`src/rtl/sig_util_pkg.sv`:
```
// Shared types and default widths for the pulse event counter slice.
//   state_t          : run-control FSM states
//   C_CNT_WIDTH_DEF  : default width of the target and count registers
//   C_MIN_GAP_DEF    : default number of low cycles needed before a rise is accepted
package sig_util_pkg;

    localparam int unsigned C_CNT_WIDTH_DEF = 16;
    localparam int unsigned C_MIN_GAP_DEF   = 1;

    typedef enum logic [1:0] {
        IDLE  = 2'd0,
        ARM   = 2'd1,
        COUNT = 2'd2,
        DONE  = 2'd3
    } state_t;

endpackage

```
`src/rtl/edge_det_bit.sv`:
```
// Rising-edge detector with a minimum-low-gap qualifier.
//   clk, rst  : clock, synchronous active-high reset
//   ce        : clock enable; all state holds when low
//   data_in   : event level
//   rise      : data_in high now and low on the previous enabled cycle
//   gap_ok    : at least C_MIN_GAP consecutive low cycles preceded this cycle
module edge_det_bit #(
    parameter int unsigned C_MIN_GAP = 1
) (
    input  logic clk,
    input  logic rst,
    input  logic ce,
    input  logic data_in,
    output logic rise,
    output logic gap_ok
);

    logic r_data_in_d;

    // Previous sample; resets high so a level already high out of reset is not an edge.
    always_ff @(posedge clk) begin
        if (rst) begin
            r_data_in_d <= 1'b1;
        end else if (ce) begin
            r_data_in_d <= data_in;
        end
    end

    assign rise = data_in & ~r_data_in_d;

    generate
        if (C_MIN_GAP == 0) begin : g_no_gap
            assign gap_ok = 1'b1;
        end else begin : g_gap
            localparam int unsigned GAP_W = $clog2(C_MIN_GAP + 1);

            logic [GAP_W-1:0] r_gap_cnt;

            // Low-cycle run length, saturating at C_MIN_GAP, cleared by any high sample.
            always_ff @(posedge clk) begin
                if (rst) begin
                    r_gap_cnt <= '0;
                end else if (ce) begin
                    if (data_in) begin
                        r_gap_cnt <= '0;
                    end else if (r_gap_cnt != GAP_W'(C_MIN_GAP)) begin
                        r_gap_cnt <= r_gap_cnt + GAP_W'(1);
                    end
                end
            end

            // Counter saturates at the threshold, so equality is the >= test.
            assign gap_ok = (r_gap_cnt == GAP_W'(C_MIN_GAP));
        end
    endgenerate

endmodule

```
`src/rtl/pulse_event_counter.sv`:
```
// Counts qualified rising edges of a stretched event level up to a programmed
// target, then pulses done for one enabled cycle.
//   clk, rst    : clock, synchronous active-high reset
//   ce          : clock enable; all state and outputs hold when low
//   start       : latch cfg_target and begin a run (ignored while busy)
//   abort       : return to IDLE without done; count holds
//   cfg_target  : number of events to count, sampled with start
//   data_in     : event level from the pulse-extender stage
//   busy        : high in ARM, COUNT and DONE
//   count       : events accepted in the current or last run
//   done        : high for the single enabled cycle spent in DONE
import sig_util_pkg::*;

module pulse_event_counter #(
    parameter int unsigned C_CNT_WIDTH = C_CNT_WIDTH_DEF,
    parameter int unsigned C_MIN_GAP   = C_MIN_GAP_DEF
) (
    input  logic                   clk,
    input  logic                   rst,
    input  logic                   ce,
    input  logic                   start,
    input  logic                   abort,
    input  logic [C_CNT_WIDTH-1:0] cfg_target,
    input  logic                   data_in,
    output logic                   busy,
    output logic [C_CNT_WIDTH-1:0] count,
    output logic                   done
);

    state_t                 r_state;
    logic [C_CNT_WIDTH-1:0] r_target;
    logic [C_CNT_WIDTH-1:0] r_count;
    logic                   r_busy;
    logic                   r_done;

    logic                   w_rise;
    logic                   w_gap_ok;
    logic                   w_accept;
    logic [C_CNT_WIDTH-1:0] w_count_inc;

    edge_det_bit #(
        .C_MIN_GAP (C_MIN_GAP)
    ) u_edge_det (
        .clk     (clk),
        .rst     (rst),
        .ce      (ce),
        .data_in (data_in),
        .rise    (w_rise),
        .gap_ok  (w_gap_ok)
    );

    assign w_accept    = w_rise & w_gap_ok;
    // No wrap: the run ends when the increment reaches the target.
    assign w_count_inc = r_count + C_CNT_WIDTH'(1);

    // Run-control FSM; busy/done are registered alongside every state change.
    always_ff @(posedge clk) begin
        if (rst) begin
            r_state  <= IDLE;
            r_target <= '0;
            r_count  <= '0;
            r_busy   <= 1'b0;
            r_done   <= 1'b0;
        end else if (ce) begin
            if (abort) begin
                r_state <= IDLE;
                r_busy  <= 1'b0;
                r_done  <= 1'b0;
            end else begin
                case (r_state)
                    IDLE: begin
                        if (start) begin
                            r_target <= cfg_target;
                            r_count  <= '0;
                            r_busy   <= 1'b1;
                            if (cfg_target == '0) begin
                                r_state <= DONE;
                                r_done  <= 1'b1;
                            end else begin
                                r_state <= ARM;
                            end
                        end
                    end
                    // Wait for a low sample so a level already high at start is not counted.
                    ARM: begin
                        if (!data_in) begin
                            r_state <= COUNT;
                        end
                    end
                    COUNT: begin
                        if (w_accept) begin
                            r_count <= w_count_inc;
                            if (w_count_inc == r_target) begin
                                r_state <= DONE;
                                r_done  <= 1'b1;
                            end
                        end
                    end
                    DONE: begin
                        r_state <= IDLE;
                        r_busy  <= 1'b0;
                        r_done  <= 1'b0;
                    end
                    default: begin
                        r_state <= IDLE;
                        r_busy  <= 1'b0;
                        r_done  <= 1'b0;
                    end
                endcase
            end
        end
    end

    assign busy  = r_busy;
    assign count = r_count;
    assign done  = r_done;

endmodule

```
`config.mk`:
```
export PLATFORM = sky130hd
export DESIGN_NAME = pulse_event_counter
export DESIGN_NICKNAME = d
export VERILOG_FILES = /design/src/rtl/sig_util_pkg.sv /design/src/rtl/edge_det_bit.sv /design/src/rtl/pulse_event_counter.sv
export SDC_FILE = /design/constraint.sdc
export NUM_CORES = 1
export LEC_CHECK = 0
export ABC_AREA = 1
export CAP_MARGIN = 10
export CELL_PAD_IN_SITES_DETAIL_PLACEMENT = 0
export CELL_PAD_IN_SITES_GLOBAL_PLACEMENT = 2
export CORE_ASPECT_RATIO = 0.9
export CORE_MARGIN = 10
export CORE_UTILIZATION = 25
export DETAILED_ROUTE_END_ITERATION = 8
export GPL_ROUTABILITY_DRIVEN = 0
export PLACE_DENSITY_LB_ADDON = 0.25
export SETUP_SLACK_MARGIN = 0.3
export SYNTH_ARGS = -nofsm -noshare
export SYNTH_HDL_FRONTEND = slang
export SYNTH_SLANG_ARGS = --single-unit
```
`constraint.sdc`:
```
create_clock -name clk -period 1.6 [get_ports clk]
set_input_delay 0.16 -clock clk [delete_from_list [all_inputs] [get_ports clk]]
set_output_delay 0.16 -clock clk [all_outputs]
set_load 0.005 [all_outputs]
```
Word-level counts from Yosys, hierarchy flattened

Cells that the tools add are included.

Add/sub/neg operators: 2
Equality and inequality tests: 11
Muxes and demuxes: 21
Bitwise gates (word level): 4
Reduce and logical (&&, ||, !) cells: 10

Operators by type and width:

| operator                | count |
|---|---|
| $mux W16                | 2 |
| $pmux W16 S2            | 1 |
| $add A16 B1 Y16 const B | 1 |
| $eq A16 B16 Y1          | 1 |
| $logic_not A16 Y1       | 1 |
| $ne A3 B3 Y1 const B    | 5 |
| $mux W2                 | 6 |
| $reduce_and A5 Y1       | 2 |
| $mux W1                 | 9 |
| $pmux W2 S4             | 1 |
| $reduce_and A6 Y1       | 1 |
| $eq A2 B2 Y1 const B    | 2 |
| $ne A2 B2 Y1 const B    | 2 |
| $reduce_and A4 Y1       | 1 |
| $reduce_bool A4 Y1      | 1 |
| $pmux W1 S3             | 1 |
| $reduce_and A3 Y1       | 1 |
| $reduce_bool A3 Y1      | 1 |
| $and A1 B1 Y1           | 2 |
| $eq A2 B1 Y1 const B    | 1 |
| $logic_not A2 Y1        | 1 |
| $not A1 Y1              | 2 |
| $pmux W1 S2             | 1 |
| $reduce_bool A2 Y1      | 1 |
| $add A1 B1 Y1 const B   | 1 |

Flip-flop bits (word level): 38
Bits of input ports: 22
Output and inout bits: 18
Word-level logic and storage cells: 55

Depth between registers and ports, before layout

Gate-level depths: netlist of the first run.

Depth in word-level cells: 6
Gate-level depth with buffers: 16
Mapped depth without buffers: 16

By module

From an unflattened synthesis of the first run, not the netlist that was laid out.

Cell total of the unflattened synthesis: 348
Area, all modules: 2,277.2 um^2

By module, submodules not included:

| module              | instances | cells each | area each (um^2) | sequential area each (um^2) |
|---|---|---|---|---|
| pulse_event_counter | 1         | 337        | 2,200.9          | 720.7 |
| edge_det_bit        | 1         | 11         | 76.3             | 40.0 |

Worst setup path after synthesis of the first run

No wires, ideal clock.

Path type: register to register
From: reg r_count[0] (netlist: count[0])
To: reg r_state[0]
Arrival: 1,698 ps
Path slack: -211 ps
Cell stages (with the launch flop): 15
Buffers on the path: 0
Path through: dfxtp_1 > ha_1 > nand2_1 > nor2_2 > nand4_1 > nand2_1 > nand2_1 > nand2_1 > nand2_1 > nor2_1 > nand3_1 > nand2_2 > nand2_2 > nor2_1 > nor2_1

Longest elaborated chain between the ends: 4

RTL lines:

| element                            | RTL line                   | text |
|---|---|---|
| from (decl)                        | pulse_event_counter.sv:32  | `logic [C_CNT_WIDTH-1:0] r_count;` |
| from (signal assigned)             | pulse_event_counter.sv:92  | `r_count <= w_count_inc;` |
| $add A16 B1 Y16                    | pulse_event_counter.sv:54  | `assign w_count_inc = r_count + C_CNT_WIDTH'(1);` |
| $eq A16 B16 Y1                     | pulse_event_counter.sv:93  | `if (w_count_inc == r_target) begin` |
| $ne A3 B3 Y1 (no source line)      | --                         |  |
| $reduce_and A5 Y1 (no source line) | --                         |  |
| to (signal assigned)               | pulse_event_counter.sv:59  | `r_state <= IDLE;` |
| to (signal assigned)               | pulse_event_counter.sv:94  | `r_state <= DONE;` |
| to (signal assigned)               | pulse_event_counter.sv:100 | `r_state <= IDLE;` |
| to (decl)                          | pulse_event_counter.sv:30  | `state_t r_state;` |

No other way between the ends.
A chain may end at the register's enable or synchronous reset.

Worst setup path in the final report of the first run

From: reg r_count[0] (netlist: count[0])
To: reg r_state[1]

The elaborated chain is that of the path after synthesis.

==> results of run 1 <==
## layer usage
layer  global-route usage, %  up-vias  part of all wire, %
met5                       0        -                    0
met4                    3.52        0                  1.4
met3                    3.00       10                  5.3
met2                    21.3       54                   48
met1                    15.2     1202                   45
li1                        -     1414                    -
## how the worst max path moves through the flow
stage	start	to	slack, ps	cells past startpoint
final	count[0]$_SDFFE_PP0P_	r_state[1]$_SDFFE_PP0P_	-310	15
after floorplan	count[1]$_SDFFE_PP0P_	r_state[0]$_SDFFE_PP0P_	-30	14
after global routing	count[0]$_SDFFE_PP0P_	r_state[0]$_SDFFE_PP0P_	-510	15
after CTS	count[0]$_SDFFE_PP0P_	done$_SDFFE_PP0P_	-300	14
after global placement	data_in	r_state[1]$_SDFFE_PP0P_	-330	12
after detailed placement	data_in	done$_SDFFE_PP0P_	-340	12
## metrics by stage
| step | utilization [%] | power, mW | cell area, um2 |
|---|---|---|---|
| final | 43.2 | 2.28 | 3770 |
| after detailed placement | 37.7 | 1.36 | 3290 |
| after CTS | 41.8 | 2.27 | 3650 |
| after floorplan | - | 1.19 | 2330 |
| after global placement | 37.7 | 1.36 | 3290 |
| after global routing | 43.2 | 2.39 | 3770 |
## critical path: stages, from the launching register on
cell and delay [ps]:
dfxtp_4 380, ha_4 160, nand2_4 60, nor2_4 200, nand2_2 90, nand2_2 80, nand3_1 60, nand2_1 70
nand4_1 120, nor2_1 120, nand3_1 120, nand2_2 90, nand2_2 80, nand2_1 70, nand2_1 40, nor2_1 70
## sequential cells by signal, summed over array words and instances (netlist names)
register                flops
u_edge_det.gap_ok           1
r_state                     2
u_edge_det.r_data_in_d      1
busy                        1
done                        1
r_target                   16
count                      16
## logic make-up (layout without fill, tap and decap cells)
group,count (synthesis),in the layout,synth area share (%)
buffers and inverters,55,172,9.31
adders and majority gates,6,6,3.30
AOI/OAI and AO/OA,57,57,13.8
xor gates and xnor gates,4,4,1.54
and+or+nand+nor,201,203,38.5
DFF,38,38,33.5
## cells in the final DEF, fill, tap and decap left out, types with 3 or more instances in the layout
| cell type | Yosys | routed |
|---|---|---|
| buf_12 | 0 | 3 |
| nand3b_1 | 4 | 4 |
| a21oi_2 | 0 | 4 |
| a21oi_1 | 29 | 25 |
| nand2_4 | 0 | 4 |
| nor2_4 | 2 | 5 |
| dfxtp_4 | 0 | 4 |
| nand2_1 | 103 | 93 |
| inv_2 | 0 | 4 |
| o21ai_0 | 21 | 19 |
| dfxtp_1 | 38 | 23 |
| nand2_2 | 2 | 8 |
| inv_4 | 0 | 3 |
| dfxtp_2 | 0 | 11 |
| clkinvlp_4 | 0 | 4 |
| nand3_2 | 1 | 5 |
| buf_6 | 0 | 6 |
| nand3_1 | 31 | 27 |
| inv_1 | 45 | 37 |
| clkdlybuf4s50_1 | 0 | 21 |
| nor2_2 | 2 | 5 |
| clkbuf_8 | 0 | 5 |
| clkbuf_2 | 0 | 3 |
| buf_8 | 0 | 3 |
| nor2_1 | 41 | 37 |
| dlygate4sd2_1 | 0 | 12 |
| ha_4 | 0 | 3 |
| nand4_1 | 11 | 11 |
| buf_4 | 1 | 66 |
| ha_1 | 6 | 3 |
## where the power goes
group	switching, mW	leakage, nW	internal, mW
Sequential	0.0295	0.317	0.977
Combinational	0.202	1.33	0.208
Clock	0.403	0.0504	0.465
## final cells by class
cell class                 count  area share [%]
multi-input combinational    270            39.4
clock inverter                 3            1.20
sequential                    38            20.9
tap                          119            3.95
clock buffer                   5            1.83
timing repair inverter         2           0.398
inverter                      45            4.88
timing repair buffer         117            27.4
## repair_timing
item                                    in CTS  in global routing
resized for setup                           68                 34
cloned                                       6                  0
buffers inserted                            10                  3
pin swaps                                   13                 17
endpoints found under the setup margin      53                 40
==> results.md, run 1 <==
* 1st-iter DRT viols at 73
* Synth Instances at 361
* Die Wd at 120 um
* Worst r2r dst: r_state[1]$_SDFFE_PP0P_
* Clock Skews at 13.1 ps
* R2R setup slack at -310 ps
* WL/cell at 14.1 um
* Port bufs at 39
* Max_cap viols at 0
* RSZ-0062 raised after global routing: true
* Max H-tree Level at 2
* Commonest cells in the netlist: nand2_1 (103), inv_1 (45), nor2_1 (41), dfxtp_1 (38), nand3_1 (31)
* Area growth, synth to finish at 65.9%
* Final setup violation count at 4
* Worst slew margin at 81.1%
* Final wirelength at 8.44 mm
* CTS sink cnt at 38
* Top-area cell type share of the netlist area at 33.5%
* Worst-Margin Slew at 283 ps
* Origin of the critical flop-to-flop path: count[0]$_SDFFE_PP0P_
* Worst Setup Slack, final at -309 ps
* Ports at 40
* VDD IR-drop max at 310 uV
* Hold_sp: cfg_target[3]
* Gr ovfl total at 0
* DR pass1 iterations at 4
* Finished Layout Cells at 599
* Status: complete, but fails checks
* Skew-Pair Late Insertion Delay at 300 ps
* Remaining antenna violation count after routing at 0
* Hold buffers post-CTS at 0
* Final Hold Viols at 0
* Synth cell types at 28
* Detailed placement HPWL at 5.97 mm
* Fillers at 981
* CTS tree: yes
* Critical path required time at 1830 ps
* Mapped Nets at 389
* Synth Warn # at 0
* Worst hold path type: in -> reg
* Placed insts at 572
* PD cells at 606 nW/um2
* CP max FO at 5
* Register area at 790 um2
* Hold path cells at 3
* All-Layer GR Usage at 12.5%
* Period utilisation layout at 119%
* WHS at 436 ps
* Max Slew Vio Count at 0
* WHS Endpoint: r_target[3]$_SDFFE_PP0P_
* Biggest area consumer among synthesized cells: dfxtp_1
* Diodes inserted at 0
* Post-synth design cell area at 2270 um2
* Remaining DRCs at 0
* Post-synth ARST share at 0%
* Multi-input gate area at 1490 um2
* Clk slew on worst S/H paths at 90 ps
* WS Path Type: reg -> reg
* DR vias/cell at 4.47
* Initial antenna violation count at 0
* Sequential area share after synthesis at 33.5%
* Setup TNS at -1020 ps
* Min cycle time layout at 1910 ps
* Peak Freq at 524 MHz
* Via count at 2680
* CTS buffer count at 5
* Vert. Die Dim at 110 um
* Violations in the final reports: setup timing
* FP Rows at 32
* CP Launch Type: flop
* Vias in the first global route at 2797
* Clk buf depth at 2
* Largest net degree at the start of global routing at 23
* Most frequent cell after synthesis: nand2_1
* Syn avg cell area at 6.29 um2
* Critical Path AT at 2140 ps
* Post-synth EDFFs at 0
* Fin nets at 507
* P_leak at 1.70 nW
* First-pass GRT wire length at 13.7 mm
* Endpoint class of the critical path: flop
* Post-synth top flop: dfxtp_1
* Register bit total from synthesis at 38
* Placeable Area at 8730 um2
* Clk root buf: clkbuf_8
* Die ar. at 13300 um2
* R2R depth at 15
* Share of layout cells above drive strength 1 at 32.9%
* Synth top area cells: dfxtp_1 (33%), nand2_1 (17%), inv_1 (7.4%)
* Pre-CTS WS at -337 ps
* Starting Density at 26.0%
No activity file was read; power rests on OpenSTA's default activity.
==> run 2, diff against run 1 <==
- CAP_MARGIN: 10 -> not set
==> results of run 2 <==
Final layout, timing and power as in run 1 (identical DEF).
